## src/rtl/dcache_ctrl.sv

```systemverilog
// Direct-mapped, write-through, no-write-allocate data cache for the MEM stage.
// Read hits are served combinationally; read misses and all stores stall until memory completes.
module dcache_ctrl #(
   parameter int ADDRESS_WIDTH = 32,
   parameter int DATA_WIDTH    = 32,
   parameter int SET_WIDTH     = 3,
   parameter int CNT_WIDTH     = 16
) (
   input  logic                     clk,
   input  logic                     rst,
   input  logic                     req_valid,
   input  logic                     req_we,
   input  logic [ADDRESS_WIDTH-1:0] req_addr,
   input  logic [DATA_WIDTH-1:0]    req_wdata,
   output logic [DATA_WIDTH-1:0]    rdata,
   output logic                     stall,
   input  logic                     flush,
   output logic                     mem_req,
   output logic                     mem_we,
   output logic [ADDRESS_WIDTH-1:0] mem_addr,
   output logic [DATA_WIDTH-1:0]    mem_wdata,
   input  logic                     mem_ready,
   input  logic [DATA_WIDTH-1:0]    mem_rdata,
   output logic [CNT_WIDTH-1:0]     hit_cnt,
   output logic [CNT_WIDTH-1:0]     miss_cnt
);

   localparam int NUM_SETS  = 1 << SET_WIDTH;
   localparam int TAG_WIDTH = ADDRESS_WIDTH - SET_WIDTH - 2;
   localparam logic [ADDRESS_WIDTH-1:0] WORD_MASK = {{(ADDRESS_WIDTH-2){1'b1}}, 2'b00};

   typedef enum logic [1:0] {IDLE, RD_MISS, WR_THRU, DONE} state_t;

   state_t state, nextState;

   logic [DATA_WIDTH-1:0] lineData [NUM_SETS];
   logic [TAG_WIDTH-1:0]  lineTag  [NUM_SETS];
   logic [NUM_SETS-1:0]   lineValid;
   logic                  flushPend;

   logic [SET_WIDTH-1:0]  reqIndex, heldIndex;
   logic [TAG_WIDTH-1:0]  reqTag, heldTag;
   logic                  reqHit, heldHit;
   logic                  latchReq, fillLine, updateLine, countHit, countMiss, clearValid;

   assign reqIndex  = req_addr[SET_WIDTH+1:2];
   assign reqTag    = req_addr[ADDRESS_WIDTH-1:SET_WIDTH+2];
   // The in-flight transaction is tracked through the latched mem_addr, not the live request.
   assign heldIndex = mem_addr[SET_WIDTH+1:2];
   assign heldTag   = mem_addr[ADDRESS_WIDTH-1:SET_WIDTH+2];
   assign reqHit    = lineValid[reqIndex] && (lineTag[reqIndex] == reqTag);
   assign heldHit   = lineValid[heldIndex] && (lineTag[heldIndex] == heldTag);

   // NOTE: every signal driven here gets a default first, so no path can infer a latch.
   always_comb begin
      nextState  = state;
      stall      = 1'b0;
      rdata      = '0;
      latchReq   = 1'b0;
      fillLine   = 1'b0;
      updateLine = 1'b0;
      countHit   = 1'b0;
      countMiss  = 1'b0;
      unique case (state)
         IDLE: begin
            if (req_valid) begin
               if (!req_we && reqHit) begin
                  rdata    = lineData[reqIndex];
                  countHit = 1'b1;
               end else begin
                  stall    = 1'b1;
                  latchReq = 1'b1;
                  if (req_we) begin
                     nextState = WR_THRU;
                  end else begin
                     nextState = RD_MISS;
                     countMiss = 1'b1;
                  end
               end
            end
         end
         RD_MISS: begin
            stall = 1'b1;
            if (mem_ready) begin
               fillLine  = 1'b1;
               nextState = DONE;
            end
         end
         WR_THRU: begin
            stall = 1'b1;
            if (mem_ready) begin
               updateLine = heldHit;
               nextState  = DONE;
            end
         end
         DONE: begin
            if (req_valid && !mem_we) rdata = lineData[heldIndex];
            nextState = IDLE;
         end
         default: nextState = IDLE;
      endcase
      if (!rst) begin
         stall = 1'b0;
         rdata = '0;
      end
   end

   assign clearValid = ((state == IDLE) && flush) || ((state == DONE) && (flushPend || flush));

   // NOTE: sequential state uses non-blocking assignments so every register samples pre-edge values.
   always_ff @(posedge clk or negedge rst) begin
      if (!rst) begin
         state     <= IDLE;
         lineValid <= '0;
         flushPend <= 1'b0;
         mem_req   <= 1'b0;
         mem_we    <= 1'b0;
         mem_addr  <= '0;
         mem_wdata <= '0;
         hit_cnt   <= '0;
         miss_cnt  <= '0;
      end else begin
         state   <= nextState;
         mem_req <= (nextState == RD_MISS) || (nextState == WR_THRU);
         if (latchReq) begin
            mem_we    <= req_we;
            mem_addr  <= req_addr & WORD_MASK;
            mem_wdata <= req_wdata;
         end
         if (clearValid) lineValid <= '0;
         else if (fillLine) lineValid[heldIndex] <= 1'b1;
         if (state == DONE) flushPend <= 1'b0;
         else if (flush && (state != IDLE)) flushPend <= 1'b1;
         if (countHit) hit_cnt <= hit_cnt + CNT_WIDTH'(1);
         if (countMiss) miss_cnt <= miss_cnt + CNT_WIDTH'(1);
      end
   end

   // NOTE: data and tag arrays carry no reset; the valid bits alone decide whether a line is usable.
   always_ff @(posedge clk) begin
      if (fillLine) begin
         lineData[heldIndex] <= mem_rdata;
         lineTag[heldIndex]  <= heldTag;
      end else if (updateLine) begin
         lineData[heldIndex] <= mem_wdata;
      end
   end

endmodule
```

## config.mk

```make
export PLATFORM = sky130hd
export DESIGN_NAME = dcache_ctrl
export DESIGN_NICKNAME = d
export VERILOG_FILES = /design/src/rtl/dcache_ctrl.sv
export SDC_FILE = /design/constraint.sdc
export NUM_CORES = 1
export LEC_CHECK = 0
export CAP_MARGIN = 20
export CORE_ASPECT_RATIO = 1.5
export CORE_UTILIZATION = 50
export CTS_CLUSTER_SIZE = 14
export DETAILED_ROUTE_END_ITERATION = 10
export GPL_ROUTABILITY_DRIVEN = 0
export PLACE_DENSITY = 0.7
export SYNTH_ARGS = -nofsm -noshare
export SYNTH_HDL_FRONTEND = slang
export SYNTH_SLANG_ARGS = --single-unit
```

## constraint.sdc

```tcl
create_clock -name clk -period 9.6 [get_ports clk]
set_clock_uncertainty 0.15 [all_clocks]
set_input_delay 1.92 -clock clk [delete_from_list [all_inputs] [get_ports clk]]
set_output_delay 1.92 -clock clk [all_outputs]
set_load 0.03 [all_outputs]
```

==> results of run 1 <==
==> area by class of cell <==
type / count / share of cell area (%)
sequential: 579 / 52.2
multi-input combinational: 1005 / 31.2
timing repair buffer: 288 / 8.51
clock buffer: 77 / 4.64
tap: 689 / 2.67
clock inverter: 24 / 0.632
inverter: 10 / 0.116
antenna: 1 / 0.00775
==> registers in the layout, summed over array words and instances, names as in the netlist, 2 cells and up <==
register / cells
lineData: 256
miss_cnt: 16
hit_cnt: 16
lineTag: 216
mem_wdata: 32
state: 2
mem_addr: 30
lineValid: 8
==> power groups by stage <==
stage / combinational [mW] / clock (mW) / sequential (mW)
global placement: 2.92 / 0 / 3.63
floorplan: 1.74 / 0 / 3.75
global route: 3.13 / 2.21 / 3.66
CTS: 2.97 / 2.12 / 3.61
finish: 2.97 / 2.09 / 3.61
detailed placement: 2.96 / 0 / 3.66
==> per-layer routing <==
layer	part of all wire, %	vias to the layer above
met4	4.3	0
met3	6.5	182
met1	37	8927
li1	-	7351
met5	0	-
met2	53	867
==> cells by family after synthesis <==
group,Yosys count
DFF,579
buffers and inverters,119
muxes,385
other,1
adders and majority gates,6
xor gates and xnor gates,74
AOI/OAI and AO/OA,256
and+or+nand+nor,282
==> stage by stage <==
step	utilization (%)	total power [mW]
finish	59.8	8.67
global route	59.8	9.00
CTS	59.7	8.70
detailed placement	56.6	6.62
global placement	56.6	6.55
floorplan	-	5.48
==> layout by cell type (no fill, tap or decap), types with 31 or more instances in the layout <==
cell	Yosys	routed
sky130_fd_sc_hd__nor2_1	94	85
sky130_fd_sc_hd__xnor2_1	41	41
sky130_fd_sc_hd__clkbuf_16	0	55
sky130_fd_sc_hd__buf_4	7	60
sky130_fd_sc_hd__nand4_1	34	34
sky130_fd_sc_hd__xor2_1	33	33
sky130_fd_sc_hd__mux2_4	50	50
sky130_fd_sc_hd__a22oi_1	118	118
sky130_fd_sc_hd__mux2i_1	101	101
sky130_fd_sc_hd__mux4_2	132	132
sky130_fd_sc_hd__mux2_2	87	87
sky130_fd_sc_hd__dfrtp_1	107	104
sky130_fd_sc_hd__edfxtp_1	472	472
sky130_fd_sc_hd__a21oi_1	37	37
sky130_fd_sc_hd__nand2_1	31	31
sky130_fd_sc_hd__clkdlybuf4s50_1	0	224
==> how the worst max path moves through the flow <==
stage	startpoint	endpoint	slack, ps	cells past startpoint
after detailed placement	req_addr[3]	rdata[14]	1100	11
after floorplan	req_addr[4]	rdata[10]	2610	13
after global routing	req_addr[3]	rdata[14]	890	11
after global placement	req_addr[3]	rdata[14]	1080	11
after CTS	req_addr[3]	rdata[14]	1070	11
final	req_addr[3]	rdata[14]	1020	11
==> worst reg2reg max path, stage by stage (launching register included) <==
cell                       delay (ps)
sky130_fd_sc_hd__dfrtp_4          720
sky130_fd_sc_hd__buf_4            730
sky130_fd_sc_hd__nor2_1           400
sky130_fd_sc_hd__a221o_1          420
sky130_fd_sc_hd__a221oi_1         320
sky130_fd_sc_hd__xor2_1           190
sky130_fd_sc_hd__nand4_1          100
sky130_fd_sc_hd__nor3_1           560
sky130_fd_sc_hd__a31oi_2          510
sky130_fd_sc_hd__nor3_2           910
sky130_fd_sc_hd__buf_4            550
==> results.rst, run 1 <==
.. list-table::
   :header-rows: 1

   * - Metric
     - Value
   * - Post-route setup slack
     - between 1000 and 1500 ps
   * - Min Clock Period, post-route
     - 8580 ps
   * - Final nets
     - 2047
   * - Routed length per placed instance
     - 28.2 um
   * - Latest clock arrival within the worst-skew pair
     - 600 ps
   * - Via count of the first global-routing pass
     - 18600
   * - Number of vias after detailed routing
     - 17300
   * - Clock Tree Root
     - sky130_fd_sc_hd__clkbuf_16
   * - Crit path buffers/inverters
     - 3
   * - Total clock sinks
     - 579
   * - Final WL
     - approximately 75000 um
   * - Num rows
     - approximately 100
   * - M1 GR Usage
     - roughly a third
   * - # resized after CTS
     - 0
   * - Synth Register Bits
     - approximately 580
   * - Proportion of power drawn by flip-flops and latches
     - a little over two fifths
   * - Clock network fraction of total power
     - about a quarter
   * - Element type at the critical path start
     - primary input
   * - Number of optimization iterations in the first detailed-route pass
     - 9
   * - Average instance area after synthesis
     - about 16 um2
   * - Total of fill cells in the finished design
     - around 4100
   * - CP delay by family, top
     - buffers and inverters
   * - Worst hold-check path type
     - reg -> reg
   * - Element type at the critical path end
     - output port
   * - Slowest stage cell, crit path
     - sky130_fd_sc_hd__clkdlybuf4s50_1
   * - Setup Viol. Count Final
     - 0
   * - Met3 Track Usage GR
     - 3.45%
   * - Most common cell on crit path
     - sky130_fd_sc_hd__buf_4
   * - Worst-path clk slew
     - roughly 60 ps
   * - Required time of the worst setup path
     - around 7500 ps
   * - GRT Max-Usage Layer
     - met2
   * - Cells after DPL
     - between 2000 and 3000
   * - Layout area overhead
     - 17.5%
   * - Largest area contributor in the synthesized netlist
     - sky130_fd_sc_hd__edfxtp_1
   * - Clock buffers created by TritonCTS
     - 55
   * - Largest cells by area after synthesis
     - sky130_fd_sc_hd__edfxtp_1 52%, sky130_fd_sc_hd__mux4_2 11%, sky130_fd_sc_hd__dfrtp_1 9.7%
   * - Beginning of the worst register-to-register path
     - mem_addr[3]$_DFFE_PN0P_
   * - Wire length of the first global-routing pass
     - approximately 110000 um
   * - # H-tree levels
     - 2
   * - Global router's overall resource usage
     - between 20% and 30%
   * - Path type of the worst setup path
     - in -> out
   * - Fraction of post-synthesis cell area in the top cell type by area
     - between 50 and 60%
   * - Die Span X
     - 193 um
   * - Count of mapped cells out of synthesis
     - between 1500 and 2000
   * - Post-route antenna net violation count
     - 0
   * - Ratio of final minimum period to clock period
     - approximately nine tenths
   * - Capture instance of the worst register-to-register path
     - lineData[3][2]$_DFFE_PP_
   * - Status
     - finished with violations
   * - Power density of the placed cells
     - roughly 270 nW/um2
   * - Unrepaired setup endpoints after global routing
     - false
   * - Sequential share of the synthesized area
     - between 60% and 70%
   * - Switching part of the total
     - a little over a third
   * - Total I/O pin count
     - approximately 230
   * - Leakage power
     - 11.2 nW
   * - Count of hold buffers inserted by post-cts repair
     - 0
   * - Sequential cell area
     - ~17000 um2
   * - Total Neg Setup Slack
     - 0 ps
   * - Gr ovfl total
     - 0
   * - Starting Density
     - 50.9%
   * - Via density
     - around 6.5
   * - Number of synthesized flops with an enable pin
     - ~470
   * - Worst slew pin tran
     - roughly 1100 ps
   * - Async set-or-reset flop fraction in the synthesized netlist
     - between 10% and 20%
   * - Int Pwr
     - between 5 and 6 mW
   * - CTS tree
     - yes
   * - Net switching component of the power
     - roughly 3.0 mW
   * - Number of I/O port buffers
     - 228
   * - Post-Synth Adder-Cell Area
     - less than 1%
   * - Total placed instance area
     - 30600 um2
   * - WHS Endpoint
     - miss_cnt[15]$_DFFE_PN0P_
   * - Syn Std Cell Area
     - approximately 27000 um2
   * - Number of max-slew violations in the final report
     - 0
   * - Area of combinational cells with multiple inputs
     - 10100 um2
   * - Count of unresolved DRC violations after routing
     - 20
   * - Complex-gate fraction of the synthesized area
     - between 6 and 7%
   * - Number of distinct standard cells referenced by the synthesized netlist
     - 60
   * - Signal arrival time at the worst endpoint
     - roughly 6500 ps
   * - Maximum fanout count along the critical path
     - 39
   * - Final Hold Viols
     - 0
   * - Detailed placer's ending HPWL
     - 46900 um
   * - Placement Setup Slack
     - approximately 1100 ps
   * - Most frequent cells after synthesis
     - 472 x sky130_fd_sc_hd__edfxtp_1, 132 x sky130_fd_sc_hd__mux4_2, 118 x sky130_fd_sc_hd__a22oi_1
   * - Worst r2r path cells
     - 10
   * - Number of antenna violations at the first check in global routing
     - 1
   * - Worst hold stages
     - 1
   * - Vert. Die Dim
     - 289 um
   * - Delay of the slowest critical-path stage
     - between 700 and 800 ps
   * - Logic gate share of total power
     - 34.3%
   * - Die ar.
     - 55900 um2
   * - Worst hold margin
     - around 330 ps
   * - Most numerous cell in the Yosys netlist
     - sky130_fd_sc_hd__edfxtp_1
   * - Multiplexer area fraction after synthesis
     - 21.4%
   * - Simple-gate share of the synthesized area
     - ~5.3%
   * - Total core area
     - about 54000 um2
   * - Global-route track usage on met2
     - 49.3%
   * - FMAX
     - 0.117 GHz
   * - Xor and xnor fraction of the mapped netlist area
     - under 10%
   * - Worst hold path startpoint
     - miss_cnt[15]$_DFFE_PN0P_
   * - First-iteration detailed-routing DRC count
     - ~1300
   * - Final Non-Filler Cells
     - ~2700
   * - Setup Fix Bufs, Post-CTS
     - 0
   * - Max transition margin
     - between 20% and 30%
   * - Main combinational cell family by area after synthesis
     - multiplexers
   * - Cell area after layout
     - 32300 um2
   * - CTS max path bufs
     - 3
   * - CP Cell Sequence
     - buf_4 -> mux4_2 -> mux2i_1 -> xor2_1 -> nand4_1 -> or4_4 -> nor4_4 -> buf_4 -> nand2_1 -> a21oi_1 -> clkdlybuf4s50_1
   * - Worst vdd rail ir drop
     - 0.000169 V
   * - Violations in the final reports
     - DRC
   * - Worst setup slack for register-to-register paths
     - 3680 ps
   * - Fraction of final layout cells with drive strength greater than 1
     - 22.3%
   * - Number of warnings reported in the yosys synthesis log
     - 0
   * - Primary FF master, synth
     - sky130_fd_sc_hd__edfxtp_1
   * - Max cap viols
     - 0
   * - Largest net degree at the start of global routing
     - between 60 and 70
Power figures use the tool's default switching activity.
==> inputs of run 2 (changes only) <==
--- a/config.mk
+++ b/config.mk
@@ -6,6 +6,6 @@
 export NUM_CORES = 1
 export LEC_CHECK = 0
+export ABC_CLOCK_PERIOD_IN_PS = 9600
 export CAP_MARGIN = 20
-export CORE_ASPECT_RATIO = 1.5
 export CORE_UTILIZATION = 50
 export CTS_CLUSTER_SIZE = 14
==> constraint.sdc (replaced) <==
create_clock -name clk -period 9.6 [get_ports clk]
set_clock_uncertainty 0.15 [all_clocks]
set_input_delay 1.44 -clock clk [delete_from_list [all_inputs] [get_ports clk]]
set_output_delay 1.44 -clock clk [all_outputs]
set_load 0.03 [all_outputs]
==> run 2 against run 1 <==
Compared with the run above: global-route usage down 0.65 points; sequential share of layout area down 0.35 points; clock power up 11%; design area up 0.67%; largest cell class unchanged; highest routed layer unchanged; the run now ends clean; clock-buffer cell count up 6; total power up 2.4%; combinational power about the same; non-clock buffer count down 11; register-to-register slack better by 270 ps; fmax up 9.3%; routed wire length down 3.3%; worst setup slack better by 730 ps.
==> results.rst, run 2 (synthesis gave the netlist of run 1 again) <==
.. list-table::
   :header-rows: 1

   * - Metric
     - Value
   * - First-iteration detailed-routing DRC count
     - 1513 (was 1336)
   * - Signal arrival time at the worst endpoint
     - 6260 ps (was 6510 ps)
   * - Final Hold Viols
     - 0 (unchanged)
   * - Wire length of the first global-routing pass
     - 111000 um (was 112000 um)
   * - Power after layout
     - 8.87 mW (was 8.67 mW)
   * - Setup Viol. Count Final
     - 0 (unchanged)
   * - Element type at the critical path end
     - output port (unchanged)
   * - Max transition margin
     - 32.3% (was 23.5%)
   * - Via count of the first global-routing pass
     - 18200 (was 18600)
   * - Cell area after layout
     - 32500 um2 (was 32300 um2)
   * - Unrepaired setup endpoints after global routing
     - false (unchanged)
   * - Layout area overhead
     - 18.3% (was 17.5%)
   * - Area of combinational cells with multiple inputs
     - 10100 um2 (about the same)
   * - Clock Tree Root
     - sky130_fd_sc_hd__clkbuf_16 (unchanged)
   * - Total placed instance area
     - 30500 um2 (was 30600 um2)
   * - Total core area
     - 54000 um2 (about the same)
   * - Required time of the worst setup path
     - 8010 ps (was 7530 ps)
   * - Detailed placer's ending HPWL
     - 43400 um (was 46900 um)
   * - Num rows
     - 85 (was 104)
   * - Die Span X
     - 236 um (was 193 um)
   * - Fraction of final layout cells with drive strength greater than 1
     - 22.8% (was 22.3%)
   * - # resized after CTS
     - 0 (unchanged)
   * - Worst-path clk slew
     - 60 ps (about the same)
   * - Most common cell after layout, fill and taps aside
     - sky130_fd_sc_hd__edfxtp_1 (unchanged)
   * - Worst hold margin
     - 323 ps (was 331 ps)
   * - Path type of the worst setup path
     - in -> out (unchanged)
   * - Worst slew pin tran
     - 1020 ps (was 1150 ps)
   * - Final Non-Filler Cells
     - 2682 (was 2673)
   * - Power density of the placed cells
     - 273 nW/um2 (was 269 nW/um2)
   * - Number of antenna violations at the first check in global routing
     - 1 (unchanged)
   * - Post-route antenna net violation count
     - 0 (unchanged)
   * - Leakage power
     - 11.3 nW (was 11.2 nW)
   * - # H-tree levels
     - 2 (unchanged)
   * - Number of I/O port buffers
     - 228 (unchanged)
   * - Element type at the critical path start
     - primary input (unchanged)
   * - Most flops, register
     - lineData (unchanged)
   * - Number of flip-flops under the largest register name
     - 256 (unchanged)
   * - Count of unresolved DRC violations after routing
     - 0 (was 20)
   * - Largest registers
     - lineData: 256 flops, lineTag: 216 flops, mem_wdata: 32 flops (unchanged)
   * - Commonest non-fill, non-tap cells in the layout
     - 472 x sky130_fd_sc_hd__edfxtp_1, 224 x sky130_fd_sc_hd__clkdlybuf4s50_1, 132 x sky130_fd_sc_hd__mux4_2, 118 x sky130_fd_sc_hd__a22oi_1, 104 x sky130_fd_sc_hd__dfrtp_1 (unchanged)
   * - Number of vias after detailed routing
     - 17200 (was 17300)
   * - Setup Fix Bufs, Post-CTS
     - 0 (unchanged)
   * - FMAX
     - 0.127 GHz (was 0.117 GHz)
   * - Die ar.
     - 55900 um2 (about the same)
   * - Total clock sinks
     - 579 (unchanged)
   * - Via density
     - 6.41 (was 6.48)
   * - Worst hold-check path type
     - reg -> reg (unchanged)
   * - Cells after DPL
     - 2566 (was 2570)
   * - Status
     - finished clean (was finished with violations)
   * - Routed length per placed instance
     - 27.2 um (was 28.2 um)
   * - Gr ovfl total
     - 0 (unchanged)
   * - Vert. Die Dim
     - 236 um (was 289 um)
   * - Total of fill cells in the finished design
     - 4027 (was 4125)
   * - Count of hold buffers inserted by post-cts repair
     - 0 (unchanged)
   * - Final nets
     - 2041 (was 2047)
   * - Total Neg Setup Slack
     - 0 ps (unchanged)
   * - Starting Density
     - 50.8% (was 50.9%)
   * - Number of optimization iterations in the first detailed-route pass
     - 8 (was 9)
   * - Min Clock Period, post-route
     - 7850 ps (was 8580 ps)
   * - Number of max-slew violations in the final report
     - 0 (unchanged)
   * - Ratio of final minimum period to clock period
     - 81.8% (was 89.4%)
   * - Total I/O pin count
     - 233 (unchanged)
   * - Largest net degree at the start of global routing
     - 69 (was 67)
   * - Max cap viols
     - 0 (unchanged)
   * - Global router's overall resource usage
     - 26.4% (was 27.0%)
   * - Clock buffers created by TritonCTS
     - 60 (was 55)
   * - CTS tree
     - yes (unchanged)
   * - Latest clock arrival within the worst-skew pair
     - 640 ps (was 600 ps)
   * - Maximum fanout count along the critical path
     - 66 (was 39)
   * - CTS max path bufs
     - 3 (unchanged)
   * - Sequential cell area
     - 16900 um2 (unchanged)
   * - Final WL
     - 72900 um (was 75400 um)
   * - Worst vdd rail ir drop
     - 0.000186 V (was 0.000169 V)
==> run 2: final timing paths <==
kind	from	endpoint	slack (ps)	cells after the start
hold reg to reg	hit_cnt[15]$_DFFE_PN0P_	hit_cnt[15]$_DFFE_PN0P_	320	1
max in group asynchronous	rst	mem_addr[2]$_DFFE_PN0P_	7190	2
setup / recovery	req_addr[3]	rdata[24]	1750	11
min in group asynchronous	rst	mem_wdata[12]$_DFFE_PN0P_	700	1
setup reg to reg	mem_addr[2]$_DFFE_PN0P_	lineData[0][2]$_DFFE_PP_	3950	9
hold / removal	hit_cnt[15]$_DFFE_PN0P_	hit_cnt[15]$_DFFE_PN0P_	320	1
==> run 2: report_power, final <==
part           internal [mW]  switching (mW)
clock network           1.33           0.985
logic                   1.28            1.67
registers               3.18           0.434
total                   5.79            3.09
==> run 2: cell type report <==
class	count	area share, %
well taps	696	2.68
clock inverters	31	0.909
repair buffers	277	8.22
inverters	10	0.116
clock buffers	83	5.16
flip-flops and latches	579	51.9
diodes	1	0.00770
multi-input cells	1005	31.0
==> run 2: critical path, cell delays in order <==
cell	delay, ps
sky130_fd_sc_hd__buf_6	630
sky130_fd_sc_hd__buf_4	560
sky130_fd_sc_hd__mux2i_1	270
sky130_fd_sc_hd__xor2_1	400
sky130_fd_sc_hd__nand4_1	180
sky130_fd_sc_hd__or4_4	500
sky130_fd_sc_hd__nor4_4	260
sky130_fd_sc_hd__buf_4	630
sky130_fd_sc_hd__nand2_1	100
sky130_fd_sc_hd__a21oi_1	370
sky130_fd_sc_hd__clkdlybuf4s50_1	770
==> run 2: per-stage QoR <==
| step | worst slack, ps | utilization (%) |
|---|---|---|
| 4_1_cts | 1810 | 60.1 |
| 3_5_place_dp | 1830 | 56.4 |
| 3_3_place_gp | 1820 | 56.4 |
| 5_1_grt | 1670 | 60.1 |
| 6_report | 1750 | 60.1 |
| 2_1_floorplan | 3570 | - |
==> run 2: layer usage <==
layer	GRT usage (%)	vias up	part of all wire [%]
met1	34.9	8867	40
met2	44.2	771	50
met5	0	-	0
li1	-	7367	-
met3	3.91	178	6.6
met4	9.80	0	3.3
==> inputs of run 3 (changes only) <==
Settings changed: ABC_CLOCK_PERIOD_IN_PS 9600 to 7400.
Clock period 9.6 ns to 7.4 ns, I/O delays scaled along.
==> run 3 against run 2 <==
Compared with the run above: critical path depth is the same; combinational power grew 31%; clock-buffer cell count grew 7; final cell count grew 0.37%; worst setup slack lost 890 ps; utilization grew 0.35 points; critical endpoint is now rdata[2]; clock power grew 33%.
==> results.rst, run 3 (synthesis gave the netlist of run 1 again) <==
.. list-table::
   :header-rows: 1

   * - Metric
     - Value
   * - Worst slew pin tran
     - 1020 ps (about the same)
   * - Detailed placer's ending HPWL
     - 45600 um (was 43400 um)
   * - Total Neg Setup Slack
     - 0 ps (unchanged)
   * - Post-layout util
     - 60.5% (was 60.1%)
   * - Signal arrival time at the worst endpoint
     - 5280 ps (was 6260 ps)
   * - Largest registers
     - lineData: 256 flops, lineTag: 216 flops, mem_wdata: 32 flops (unchanged)
   * - Via count of the first global-routing pass
     - 18100 (was 18200)
   * - Total placed instance area
     - 30600 um2 (was 30500 um2)
   * - Total inserted antenna cells
     - 0 (was 1)
   * - Total core area
     - 54000 um2 (unchanged)
   * - CTS max path bufs
     - 3 (unchanged)
   * - Met2 wire len
     - 37000 um (was 36200 um)
   * - Final WL
     - 73600 um (was 72900 um)
   * - Element type at the critical path start
     - primary input (unchanged)
   * - Most flops, register
     - lineData (unchanged)
   * - Wire length of the first global-routing pass
     - 111000 um (about the same)
   * - Beginning of the worst register-to-register path
     - mem_addr[4]$_DFFE_PN0P_ (was mem_addr[2]$_DFFE_PN0P_)
   * - Logic gate share of total power
     - 33.1% (was 33.2%)
   * - Number of max-slew violations in the final report
     - 0 (unchanged)
   * - Critical path origin
     - req_addr[3] (unchanged)
   * - Worst vdd rail ir drop
     - 0.000220 V (was 0.000186 V)
   * - Post-route antenna net violation count
     - 0 (unchanged)
   * - FMAX
     - approximately 0.15 GHz
   * - Path type of the worst setup path
     - in -> out (unchanged)
   * - Number of optimization iterations in the first detailed-route pass
     - 6 (was 8)
   * - CP endpoint
     - rdata[2] (was rdata[24])
   * - Routed length per placed instance
     - 27.3 um (was 27.2 um)
   * - Gr ovfl total
     - 0 (unchanged)
   * - Latest clock arrival within the worst-skew pair
     - 630 ps (was 640 ps)
   * - Routed length on met1
     - 29200 um (was 29500 um)
   * - Max cap viols
     - 0 (unchanged)
   * - Total I/O pin count
     - 233 (unchanged)
   * - Worst hold margin
     - 276 ps (was 323 ps)
   * - Topmost layer with routed signal wires
     - met4 (unchanged)
   * - Most common cell after layout, fill and taps aside
     - sky130_fd_sc_hd__edfxtp_1 (unchanged)
   * - Num rows
     - 85 (unchanged)
   * - Clock network fraction of total power
     - 26.6% (was 26.1%)
   * - Number of vias after detailed routing
     - 17300 (was 17200)
   * - Element type at the critical path end
     - output port (unchanged)
   * - Setup Viol. Count Final
     - 0 (unchanged)
   * - Total of fill cells in the finished design
     - 4062 (was 4027)
   * - Net switching component of the power
     - 3.99 mW (was 3.09 mW)
   * - Global router's overall resource usage
     - 26.6% (was 26.4%)
   * - Die ar.
     - 55900 um2 (unchanged)
   * - Min Clock Period, post-route
     - about 6500 ps
   * - Clock Tree Root
     - sky130_fd_sc_hd__clkbuf_16 (unchanged)
   * - Final nets
     - 2052 (was 2041)
   * - Largest net degree at the start of global routing
     - 66 (was 69)
   * - Proportion of power drawn by flip-flops and latches
     - 40.3% (was 40.7%)
   * - Area of combinational cells with multiple inputs
     - 10100 um2 (about the same)
   * - Power density of the placed cells
     - 356 nW/um2 (was 273 nW/um2)
   * - Starting Density
     - 50.8% (unchanged)
   * - Number of flip-flops under the largest register name
     - 256 (unchanged)
   * - Via density
     - 6.43 (was 6.41)
   * - Count of hold buffers inserted by post-cts repair
     - 0 (unchanged)
   * - Int Pwr
     - 7.64 mW (was 5.79 mW)
   * - Final Hold Viols
     - 0 (unchanged)
   * - Clock buffers created by TritonCTS
     - 60 (unchanged)
   * - First-iteration detailed-routing DRC count
     - 1697 (was 1513)
   * - Leakage power
     - 11.4 nW (was 11.3 nW)
   * - Cells after DPL
     - 2577 (was 2566)
   * - Switching part of the total
     - 34.3% (was 34.8%)
   * - Count of unresolved DRC violations after routing
     - 0 (unchanged)
   * - CTS tree
     - yes (unchanged)
   * - # H-tree levels
     - 2 (unchanged)
   * - # resized after CTS
     - 0 (unchanged)
   * - Vert. Die Dim
     - 236 um (unchanged)
   * - Worst setup slack for register-to-register paths
     - 2080 ps (was 3950 ps)
   * - DR WL met3
     - 5050 um (was 4840 um)
   * - Max transition margin
     - 32.2% (was 32.3%)
   * - Maximum fanout count along the critical path
     - 48 (was 66)
   * - Worst r2r path cells
     - 9 (unchanged)
   * - Total clock sinks
     - 579 (unchanged)
   * - Worst hold-check path type
     - in -> async (was reg -> reg)
   * - Final Non-Filler Cells
     - 2692 (was 2682)
   * - Unrepaired setup endpoints after global routing
     - false (unchanged)
   * - Ratio of final minimum period to clock period
     - ~88%
   * - Worst-path clk slew
     - 60 ps (about the same)
   * - Commonest non-fill, non-tap cells in the layout
     - 472 x sky130_fd_sc_hd__edfxtp_1, 223 x sky130_fd_sc_hd__clkdlybuf4s50_1, 132 x sky130_fd_sc_hd__mux4_2, 118 x sky130_fd_sc_hd__a22oi_1, 104 x sky130_fd_sc_hd__dfrtp_1 (was 472 x sky130_fd_sc_hd__edfxtp_1, 224 x sky130_fd_sc_hd__clkdlybuf4s50_1, 132 x sky130_fd_sc_hd__mux4_2, 118 x sky130_fd_sc_hd__a22oi_1, 104 x sky130_fd_sc_hd__dfrtp_1)
   * - Cell area after layout
     - 32700 um2 (was 32500 um2)
   * - Fraction of final layout cells with drive strength greater than 1
     - 23.5% (was 22.8%)
   * - Status
     - finished clean (unchanged)
   * - Number of I/O port buffers
     - 228 (unchanged)
   * - Required time of the worst setup path
     - 6140 ps (was 8010 ps)
   * - Sequential cell area
     - 16900 um2 (unchanged)
   * - Number of antenna violations at the first check in global routing
     - 0 (was 1)
   * - Capture instance of the worst register-to-register path
     - lineData[7][22]$_DFFE_PP_ (was lineData[0][2]$_DFFE_PP_)
   * - Die Span X
     - 236 um (unchanged)
   * - Setup Fix Bufs, Post-CTS
     - 0 (unchanged)
   * - Layout area overhead
     - 19.0% (was 18.3%)
## run 3: critical path, cell delays in order
cell and delay [ps]:
sky130_fd_sc_hd__buf_6 380, sky130_fd_sc_hd__buf_4 540, sky130_fd_sc_hd__mux2i_1 290, sky130_fd_sc_hd__xor2_1 410
sky130_fd_sc_hd__nand4_1 170, sky130_fd_sc_hd__or4_4 470, sky130_fd_sc_hd__nor4_4 330, sky130_fd_sc_hd__buf_12 310
sky130_fd_sc_hd__a22oi_1 140, sky130_fd_sc_hd__nor2_1 280, sky130_fd_sc_hd__clkdlybuf4s50_1 740
## run 3: worst min path at each step
stage	to	slack [ps]	depth (start not counted)
floorplan	flushPend$_DFFE_PN0P_	310	2
global placement	miss_cnt[15]$_DFFE_PN0P_	310	1
detailed placement	hit_cnt[15]$_DFFE_PN0P_	320	1
CTS	mem_wdata[12]$_DFFE_PN0P_	270	1
global route	mem_wdata[19]$_DFFE_PN0P_	300	1
finish	mem_wdata[14]$_DFFE_PN0P_	280	1
## run 3: power by group through the flow
stage,Combinational (mW),Clock [mW],Sequential [mW]
final,3.85,3.09,4.68
after global routing,4.06,3.26,4.76
after CTS,3.84,3.14,4.69
after detailed placement,3.82,0,4.75
after global placement,3.78,0,4.71
after floorplan,2.25,0,4.86
## run 3: routing by layer
layer	global-route usage, %	vias to the layer above
met3	3.57	166
met5	0	-
met2	45.0	831
met4	9.78	0
met1	35.2	8933
li1	-	7379
## run 3: stage by stage
step	setup WS, ps	power (mW)
floorplan	1910	7.11
global placement	943	8.49
detailed placement	881	8.56
CTS	855	11.7
global route	743	12.1
finish	858	11.6
## run 3: area by class of cell
cell class / count / share of cell area (%)
Sequential cell: 579 / 51.6
Multi-Input combinational cell: 1005 / 30.8
Timing Repair Buffer: 288 / 8.47
Clock buffer: 90 / 5.60
Tap cell: 696 / 2.66
Clock inverter: 24 / 0.735
Inverter: 10 / 0.115
==> patch (settings of run 3) <==
Register the output `hit_cnt` once more, without a reset; this adds one clock of latency there. The other outputs are not delayed to match.
--- a/src/rtl/dcache_ctrl.sv
+++ b/src/rtl/dcache_ctrl.sv
@@ -31,4 +31,6 @@
 
    typedef enum logic [1:0] {IDLE, RD_MISS, WR_THRU, DONE} state_t;
+
+   logic [CNT_WIDTH-1:0] hit_cnt_s0;
 
    state_t state, nextState;
@@ -118,5 +120,5 @@
          mem_addr  <= '0;
          mem_wdata <= '0;
-         hit_cnt   <= '0;
+         hit_cnt_s0 <= '0;
          miss_cnt  <= '0;
       end else begin
@@ -132,5 +134,5 @@
          if (state == DONE) flushPend <= 1'b0;
          else if (flush && (state != IDLE)) flushPend <= 1'b1;
-         if (countHit) hit_cnt <= hit_cnt + CNT_WIDTH'(1);
+         if (countHit) hit_cnt_s0 <= hit_cnt_s0 + CNT_WIDTH'(1);
          if (countMiss) miss_cnt <= miss_cnt + CNT_WIDTH'(1);
       end
@@ -147,3 +149,7 @@
    end
 
+   always_ff @(posedge clk) begin
+      hit_cnt <= hit_cnt_s0;
+   end
+
 endmodule
Check against the original RTL: not settled (the Yosys comparison gave no result); the edit may change what the design does.
==> patch against run 3 <==
Power shrank 2.6%. Cell area shrank 0.52%. Global-route usage grew 0.55 points. Area after synthesis shrank 0.41%. Routed wire length grew 2.6%. Setup slack lost 260 ps. Non-clock buffer count shrank 3. Sequential cell count grew 16.
==> patch: results (changes against run 3) <==
critical_path.max_fanout: 43  # -10%
p_int_mw: 7.35  # -3.7%
cp.required_ps: 6140  # about the same
powerComb_mw: 3.60  # -6.5%
gr-usage-all-layers_pct: 27.2  # +0.55 points
grt_pass1_vias: 18100  # +0.15%
synth-xor-area-share_pct: 2.47  # +0.11 points
synth-compound-area-share_pct: 8.01  # +1.1 points
grt_pass1_wl_mm: 113  # +1.6%
syn_avg_cell_area_um2: 16.0  # -1.2%
grt_max_degree: 69  # +4.5%
status: "finished, final reports clean"
drive_gt1_share_pct: 23.2  # -0.39 points
synth_fa_ha_area_share_pct: 0.274  # +0.0011 points
synth_edf_count: 472  # unchanged
dp.final_hpwl_mm: 45.3  # -0.67%
cts-resized-gates: 0  # unchanged
worst_path_largest_cell_delay_ps: 760  # +20 ps
r2r-end: "lineData[7][6]$_DFFE_PP_"
yosysSeqAreaShare_pct: 62.8  # +1.4 points
ys_top_cells_by_area: "edfxtp_1 (52%), mux4_2 (11%), dfrtp_1 (9.8%), mux2_2 (5.9%), mux2i_1 (2.2%)"
nNetsFinal: 2059  # +0.34%
cts_setup_buffers: 0  # unchanged
port-buffer-count: 228  # unchanged
synth_mux_area_share_pct: 19.1  # -2.3 points
first_pass_iters: 8  # +2
wl_per_cell_um: 27.9  # +2.3%
holdWs_ps: 247  # -28.6 ps
yosysUniqueCellTypes: 64  # +6.7%
crit_family: "buffers and inverters"
clk_latency_ps: 650  # +20 ps
period_share_pct: 91.9  # +3.5 points
crit_end: "rdata[1]"
drtIter0Drc: 1572  # -7.4%
reg2reg_slack_ps: 2040  # -40 ps
leakage_nw: 11.0  # -3.5%
clock_net_power_mw: 2.98  # -4%
async_flop_share_pct: 18.0  # -0.50 points
stdcell_count: 2700  # +0.30%
yosys-top-cells-count: "edfxtp_1 (472), mux2_2 (144), mux4_2 (129)"
p_seq_mw: 4.75  # +1%
area_growth_pct: 18.8
postPlaceCellArea_um2: 30500  # -0.23%
via_per_inst: 6.54  # +1.7%
cts_made_buffers: 61  # +1.7%
max-slew-margin-rel_pct: 29.7  # -2.5 points
dp_slack_ps: 753  # -128 ps
place_inst: 2582  # +0.19%
## patch: cell families after synthesis
family          Yosys count
compound gates          296
xor+xnor                 77
fa+ha+maj                 6
buf+inv                 122
flops                   595
mux                     342
other cells               1
simple gates            276
## patch: area by class of cell
| type | instances | share of cell area (%) |
|---|---|---|
| well taps | 696 | 2.68 |
| inverters | 9 | 0.104 |
| flip-flops and latches | 595 | 52.8 |
| clock buffers | 80 | 5.10 |
| clock inverters | 36 | 0.843 |
| repair buffers | 285 | 8.47 |
| multi-input cells | 999 | 30.0 |
## patch: metal layers
| metal | wire (um) | vias to the layer above | track usage, % |
|---|---|---|---|
| li1 | - | 7423 | - |
| met1 | 29500 | 9092 | 37.0 |
| met2 | 36800 | 981 | 44.3 |
| met3 | 6810 | 166 | 3.97 |
| met4 | 2350 | 0 | 10.3 |
| met5 | 0 | - | 0 |
